`config.mk`:
```
export PLATFORM = sky130hd
export DESIGN_NAME = snake_step_ctrl
export DESIGN_NICKNAME = d
export VERILOG_FILES = /design/src/rtl/snake_step_ctrl.sv
export SDC_FILE = /design/constraint.sdc
export NUM_CORES = 1
export LEC_CHECK = 0
export ABC_AREA = 1
export CORE_MARGIN = 1
export CORE_UTILIZATION = 45
export CTS_BUF_LIST = sky130_fd_sc_hd__clkbuf_16
export DETAILED_ROUTE_END_ITERATION = 12
export GPL_TIMING_DRIVEN = 0
export HOLD_SLACK_MARGIN = 0.15
export PLACE_DENSITY = 0.74
export SYNTH_ARGS = -nofsm -noshare
export SYNTH_HDL_FRONTEND = slang
export SYNTH_SLANG_ARGS = --single-unit
```
`constraint.sdc`:
```
create_clock -name clk -period 2.1 [get_ports clk]
set_input_delay 0.315 -clock clk [delete_from_list [all_inputs] [get_ports clk]]
set_output_delay 0.315 -clock clk [all_outputs]
set_load 0.02 [all_outputs]
```
`src/rtl/snake_step_ctrl.sv`:
```
// Snake game step controller: game FSM, step-rate divider, direction latch and head tracking.
// Optional build macro SNAKE_WALL_WRAP_EN makes the head wrap at the matrix edges instead of ending the game.
module snake_step_ctrl #(
    parameter int TICK_DIV = 1000000
) (
    input  logic       clk,
    input  logic       reset,
    input  logic       start,
    input  logic       pause,
    input  logic       key_up,
    input  logic       key_down,
    input  logic       key_left,
    input  logic       key_right,
    input  logic       collide,
    input  logic       apple_hit,
    output logic       step,
    output logic       grow,
    output logic [1:0] dir,
    output logic [3:0] head_x,
    output logic [3:0] head_y,
    output logic [7:0] score,
    output logic       game_over,
    output logic [1:0] state
);

    localparam int CW = $clog2(TICK_DIV);
    localparam logic [CW-1:0] CNT_MAX = CW'(TICK_DIV - 1);

    typedef enum logic [1:0] {
        S_IDLE  = 2'd0,
        S_RUN   = 2'd1,
        S_PAUSE = 2'd2,
        S_OVER  = 2'd3
    } state_t;

    localparam logic [1:0] D_UP    = 2'd0;
    localparam logic [1:0] D_DOWN  = 2'd1;
    localparam logic [1:0] D_LEFT  = 2'd2;
    localparam logic [1:0] D_RIGHT = 2'd3;

    state_t          r_state;
    state_t          w_state_next;
    logic [CW-1:0]   r_cnt;
    logic [1:0]      r_dir;
    logic [1:0]      r_pending;
    logic [3:0]      r_x;
    logic [3:0]      r_y;
    logic [7:0]      r_score;
    logic            r_grow;

    logic            w_load;
    logic            w_run;
    logic            w_step;
    logic            w_key_valid;
    logic [1:0]      w_key_dir;
    logic [1:0]      w_pend_next;
    logic [3:0]      w_nx;
    logic [3:0]      w_ny;
    logic            w_edge;
    logic            w_wall_out;
    logic            w_end;
    logic            w_advance;

    assign w_load = start && (r_state == S_IDLE || r_state == S_OVER);
    assign w_run  = (r_state == S_RUN);
    assign w_step = w_run && (r_cnt == CNT_MAX);

    always_comb begin
        w_key_valid = 1'b1;
        w_key_dir   = D_UP;
        if (key_up)         w_key_dir = D_UP;
        else if (key_down)  w_key_dir = D_DOWN;
        else if (key_left)  w_key_dir = D_LEFT;
        else if (key_right) w_key_dir = D_RIGHT;
        else                w_key_valid = 1'b0;
    end

    // Opposite directions differ only in bit 0; the pending value never opposes r_dir.
    assign w_pend_next = (w_key_valid && (w_key_dir != (r_dir ^ 2'b01))) ? w_key_dir : r_pending;

    always_comb begin
        w_nx   = r_x;
        w_ny   = r_y;
        w_edge = 1'b0;
        case (w_pend_next)
            D_UP:    begin w_ny = r_y - 4'd1; w_edge = (r_y == 4'd0);  end
            D_DOWN:  begin w_ny = r_y + 4'd1; w_edge = (r_y == 4'd15); end
            D_LEFT:  begin w_nx = r_x - 4'd1; w_edge = (r_x == 4'd0);  end
            default: begin w_nx = r_x + 4'd1; w_edge = (r_x == 4'd15); end
        endcase
    end

`ifdef SNAKE_WALL_WRAP_EN
    assign w_wall_out = 1'b0;
`else
    assign w_wall_out = w_edge;
`endif

    assign w_end     = w_step && (collide || w_wall_out);
    assign w_advance = w_step && !w_end;

    always_ff @(posedge clk or posedge reset) begin
        if (reset) r_state <= S_IDLE;
        else       r_state <= w_state_next;
    end

    always_comb begin
        w_state_next = r_state;
        case (r_state)
            S_IDLE:  if (start) w_state_next = S_RUN;
            S_RUN: begin
                if (w_end)      w_state_next = S_OVER;
                else if (pause) w_state_next = S_PAUSE;
            end
            S_PAUSE: if (pause) w_state_next = S_RUN;
            default: if (start) w_state_next = S_RUN;
        endcase
    end

    always_comb begin
        step      = w_step;
        game_over = (r_state == S_OVER);
        state     = r_state;
    end

    // A non-step pause pulse freezes the count on the cycle it arrives.
    always_ff @(posedge clk or posedge reset) begin
        if (reset) begin
            r_cnt     <= '0;
            r_dir     <= D_RIGHT;
            r_pending <= D_RIGHT;
            r_x       <= 4'd8;
            r_y       <= 4'd8;
            r_score   <= 8'd0;
            r_grow    <= 1'b0;
        end else begin
            r_grow <= w_advance && apple_hit;
            if (w_load) begin
                r_cnt     <= '0;
                r_dir     <= D_RIGHT;
                r_pending <= D_RIGHT;
                r_x       <= 4'd8;
                r_y       <= 4'd8;
                r_score   <= 8'd0;
            end else if (w_run) begin
                r_pending <= w_pend_next;
                if (w_step) begin
                    r_cnt <= '0;
                    if (w_advance) begin
                        r_x   <= w_nx;
                        r_y   <= w_ny;
                        r_dir <= w_pend_next;
                        if (apple_hit && (r_score != 8'hFF)) r_score <= r_score + 8'd1;
                    end
                end else if (!pause) begin
                    r_cnt <= r_cnt + CW'(1);
                end
            end
        end
    end

    assign grow   = r_grow;
    assign dir    = r_dir;
    assign head_x = r_x;
    assign head_y = r_y;
    assign score  = r_score;

endmodule

```
== Word level (Yosys, flattened, before mapping) ==
Cells that the tools add are included.
Word-level totals
  flip-flop bits (word level): 43
  bits in latches: 0
  memory bits (writable): 0
  ROM bits: 0
  output and inout bits: 23
  word-level logic and storage cells: 96
  memories kept: 0
Operators by class
  add/sub/neg operators: 6
  multiply operators: 0
  divide/modulo/power cells: 0
  magnitude comparators: 0
  eq/ne operators: 14
  shifts and indexed selects: 0
  muxes and demuxes: 40
  bitwise operators: 1
  reductions and logical operators: 27
Operators by type and width (count)
  two-way mux 20 bit: 4
  two-way mux 8 bit: 5
  two-way mux 4 bit: 8
  two-way mux 2 bit: 15
  adder 20 x 1 -> 20 bit, second input constant: 1
  equality test 20 bit, second input constant: 1
  case mux 4 bit (2 select lines): 2
  AND reduction 4 bit: 3
  adder 4 x 1 -> 4 bit, second input constant: 2
  adder 8 x 1 -> 8 bit, second input constant: 1
  equality test 4 bit, second input constant: 2
  zero test 4 bit: 2
  != test 8 bit, second input constant: 1
  nonzero test 2 bit: 4
  subtractor 4 x 1 -> 4 bit, second input constant: 2
  logical AND 1 bit: 7
  equality test 2 bit, second input constant: 3
  AND reduction 3 bit: 2
  nonzero test 3 bit: 2
  equality test 2 x 1 -> 1 bit, second input constant: 2
  zero test 2 bit: 2
  two-way mux 1 bit: 4
  case mux 2 bit (2 select lines): 1
  != test 3 x 1 -> 1 bit, second input constant: 1
  10 further kinds: 11

== Depth between registers and ports, before layout ==
  depth after elaboration: 17
  mapped depth: 20
  gate-level depth less buffers: 20

== Worst setup path after synthesis ==
OpenSTA, ideal clock, no wires.
  path kind: reg-to-reg
  start point: register r_dir[0], in the netlist dir[0]
  end point: register r_x[3], in the netlist head_x[3]
  library setup time: 60 ps
  arrival time: 2331 ps
  setup slack: -291 ps
  stages on the path, launching flop included: 18
  cells stage by stage: dfstp_2 inv_1 nand3_1 nand2_1 nand2_2 nand2_4 nand2_1 nand2_1 nand2_1 inv_1 ha_1 a21oi_1 nand2_1 xor2_1 or2_2 nand3_1 nand3_1 nand2_1
On the way
  longest elaborated chain between the ends: 12
  elaborated cells between the ends (all ways): 21
  classes of those cells: 4 x eq/ne; 7 x mux; 1 x bitwise; 9 x reduce/logical
RTL lines
  start, declared: line 44  | logic [1:0] r_dir;
  start signal, assigned: line 152  | r_dir <= w_pend_next;
  inverter 1 bit (no line) *
  != test 2 bit *: line 79  | assign w_pend_next = (w_key_valid && (w_key_dir != (r_dir ^ 2'b01))) ? w_key_dir : r_pending;
  logical AND 1 bit *: line 79
  two-way mux 2 bit *: line 79
  equality test 2 bit (tied with other cells): line 85  | case (w_pend_next)
  case mux 1 bit (3 select lines): line 85
  logical OR 1 bit: line 99  | assign w_end = w_step && (collide || w_wall_out);
  logical AND 1 bit: line 99
  zero test 1 bit: line 100  | assign w_advance = w_step && !w_end;
  logical AND 1 bit: line 100
  nonzero test 2 bit (no line)
  AND reduction 4 bit (no line)
  end signal, assigned: line 150  | r_x <= w_nx;
  end, declared: line 46  | logic [3:0] r_x;
Every way passes the cells marked *; elsewhere a longest branch is shown, timed or not. The select of a mux whose other input is x is not followed.
A chain may end at the register's enable or synchronous reset.

== Worst setup path after layout ==
Ends and elaborated chain as after synthesis.

==> impl_metrics.ini <==
[outcome]
status = finished with violations
failed_checks = setup timing

[timing]
fin_ws_ns = -0.2234
max_freq_mhz = 430.4
maxSlewViolCount = 0
setup_tns_ns = -2.506
fin_crit_sh_pct = 110.6
tightest_slew_ns = 0.6291
rsz0062_at_grt = true
hold_viol = 0
max-slew-margin-rel_pct = 57.67
fin_skew_ns = 0.005985
setup_viol = 20
min_period_ns = 2.323

[placed_design]
place_ws_ns = -0.5716
dp_hpwl_um = 4652
gp_congestion = 0.9064
detailed_place.area_mm2 = 0.003259
io_buffer_count = 32
place_inst = 471

[finish]
layout_common_cells = 69 x nand2_1, 38 x inv_1, 34 x dfrtp_1
fin_area_mm2 = 0.003911
areaGrowthSynthToFinish_pct = 42.28
fin_nets = 448
final_common_cell = nand2_1
antennaDiodeCount = 0
finalNonFillerCells = 503
n_fill_cell = 457
final_layout_size_suffix_gt1_share_pct = 29.67

[routing]
wl_um = 7651
wire_per_inst_um = 15.21
via_per_inst = 5.579
antenna_left = 0
route.vias.total = 2806
first_iter_violations = 195
drc = 0
drtPass1Iterations = 7

[floorplan]
chipWidth_um = 80.16
dieArea_mm2 = 0.006425
io-pin-count = 33
start_util_pct = 46.43
rows = 28
die_y_um = 80.16
core_area_mm2 = 0.005921

[synthesis]
netlist_instances = 363
synth_compound_area_share_pct = 7.692
yosysSeqAreaShare_pct = 39.42
synthMuxAreaShare_pct = 0
synth.distinct_cells = 39
postSynthAreaPerCell_um2 = 7.573
syn_area_mm2 = 0.002749
synth_top_family_by_area = simple AND/OR/NAND/NOR gates
syn_nets = 384
ys_ff_latch = 43
yosys.area_share.xor_xnor_pct = 3.505
yosys.area_share.adder_pct = 5.553
yosys.area_share.simple_pct = 35.69
yosys_warnings = 0

[global_routing]
grt_pass1_vias = 2552
grt_usage_pct = 22.54
antenna_found_initial = 0
grt_pass1_wl_um = 11380
grt-ovfl-total = 0
grt_max_degree = 27

[power_and_ir_drop]
totalPowerFinal_mw = 4.446
p_per_area_mw_per_mm2 = 1137
p_leak_nw = 1.773
vdd_drop_max_mv = 0.7550

[cts]
clockBufferDepth = 2
clkTransAtPathRegs_ns = 0.06
cts-root-buf = clkbuf_16
clock_sinks = 43
worstSkewPairLatency_ns = 0.28
cts_buffers = 5
cts_tree = yes
h-tree-depth = 2

[job]
maxCapViolations = 0

[worst_setup_path]
cp-start-kind = flop
critPathMaxStageDelay_ns = 0.55
endpoint_kind = flop
critPathTopFamily = simple AND/OR/NAND/NOR gates
slowest_stage = dfstp_2
critPathKind = flop to flop
required_ns = 2.32
path_cells = inv_2 -> nand3_2 -> nand2_2 -> nand2_4 -> nand2_4 -> nand2_4 -> nand2_4 -> nand2_4 -> inv_4 -> ha_4 -> a21oi_2 -> nand2_1 -> xor2_1 -> or2_4 -> nand3_2 -> nand3_2 -> nand2_1
cp_common_cell = nand2_4
critPathMaxFanout = 4
critPathArrivalTime_ns = 2.55
crit_buf_inv = 2

[hold_path]
hp-class = input port to asynchronous set/reset pin
cells in the mapped netlist (all sizes together):
master | number | area, µm²
a211oi | 1 | 7.510
a21o | 1 | 7.510
a21oi | 14 | 70.07
a221oi | 2 | 17.52
a311oi | 1 | 8.760
a31oi | 2 | 12.51
a41oi | 2 | 17.52
buf | 2 | 26.27
clkbuf | 1 | 3.750
clkinv | 1 | 3.750
dfrtp | 37 | 925.9
dfstp | 6 | 157.7
fa | 2 | 40.04
ha | 9 | 112.6
inv | 50 | 190.2
nand2 | 103 | 441.7
nand3 | 38 | 200.2
nand3b | 2 | 15.01
nand4 | 10 | 62.56
nor2 | 39 | 163.9
nor3 | 8 | 40.04
nor3b | 1 | 7.510
nor4 | 6 | 37.54
o21a | 2 | 15.01
o21ai | 8 | 40.03
o31ai | 2 | 15.01
or2 | 2 | 12.52
xnor2 | 3 | 26.28
xor2 | 8 | 70.07
metal layers:
layer,wire length [µm],up-vias,GRT usage (%)
met5,0,-,0
met4,170,0,6.429
met3,324,21,3.750
met2,3980,101,39.66
met1,3175,1362,28.27
li1,-,1322,-
cells by family after synthesis:
| family | count (synthesis) |
|---|---|
| xor+xnor | 11 |
| buf+inv | 54 |
| flops | 43 |
| fa+ha+maj | 11 |
| simple gates | 209 |
| compound gates | 35 |
power by group:
part,internal [mW],switching [mW],leakage (nW),total [mW]
Clock,0.555,0.328,0.0812,0.884
Sequential,0.997,0.168,0.567,1.16
Combinational,1.01,1.39,1.12,2.40
layout make-up:
cell class | count | area [µm²] | share of cell area [%]
multi-input cells | 266 | 1787 | 45.68
flip-flops and latches | 43 | 1087 | 27.80
repair buffers | 57 | 546.8 | 13.98
inverters | 51 | 201.4 | 5.150
clock buffers | 5 | 125.1 | 3.199
well taps | 75 | 93.84 | 2.399
clock inverters | 3 | 38.79 | 0.9917
plain buffers | 3 | 31.28 | 0.7997
metrics by stage:
stage                     util, %  hold slack, ns
after floorplan                 -          0.4212
after global placement      54.71          0.4820
after detailed placement    55.05          0.4871
after CTS                   60.14          0.3570
after global routing        66.06          0.3970
final                       66.06          0.3408
path summary, 6_finish.rpt:
check,start,depth (start not counted),to,slack (ns)
worst max register to register,dir[0],17,head_x[3],-0.22
min in group clk,head_y[3],2,head_y[3],0.52
worst max-delay path,dir[0],17,head_x[3],-0.22
max in group asynchronous,reset,3,head_y[3],1.21
worst min-delay path,reset,2,r_cnt[2],0.34
worst min register to register,head_y[3],2,head_y[3],0.52
registers in the layout (all words and copies together) (netlist names):
name       flops
r_pending      2
grow           1
state          2
head_x         4
dir            2
head_y         4
r_cnt         20
score          8
timing repair:
| action | 4_1_cts | 5_1_grt |
|---|---|---|
| hold buffers | 0 | 0 |
| endpoints found under the setup margin | 40 | 30 |
| pin swaps | 10 | 22 |
| cloned | 0 | 1 |
| setup buffers | 10 | 14 |
| gates resized for setup | 32 | 51 |
No activity file was read; power rests on OpenSTA's default activity.
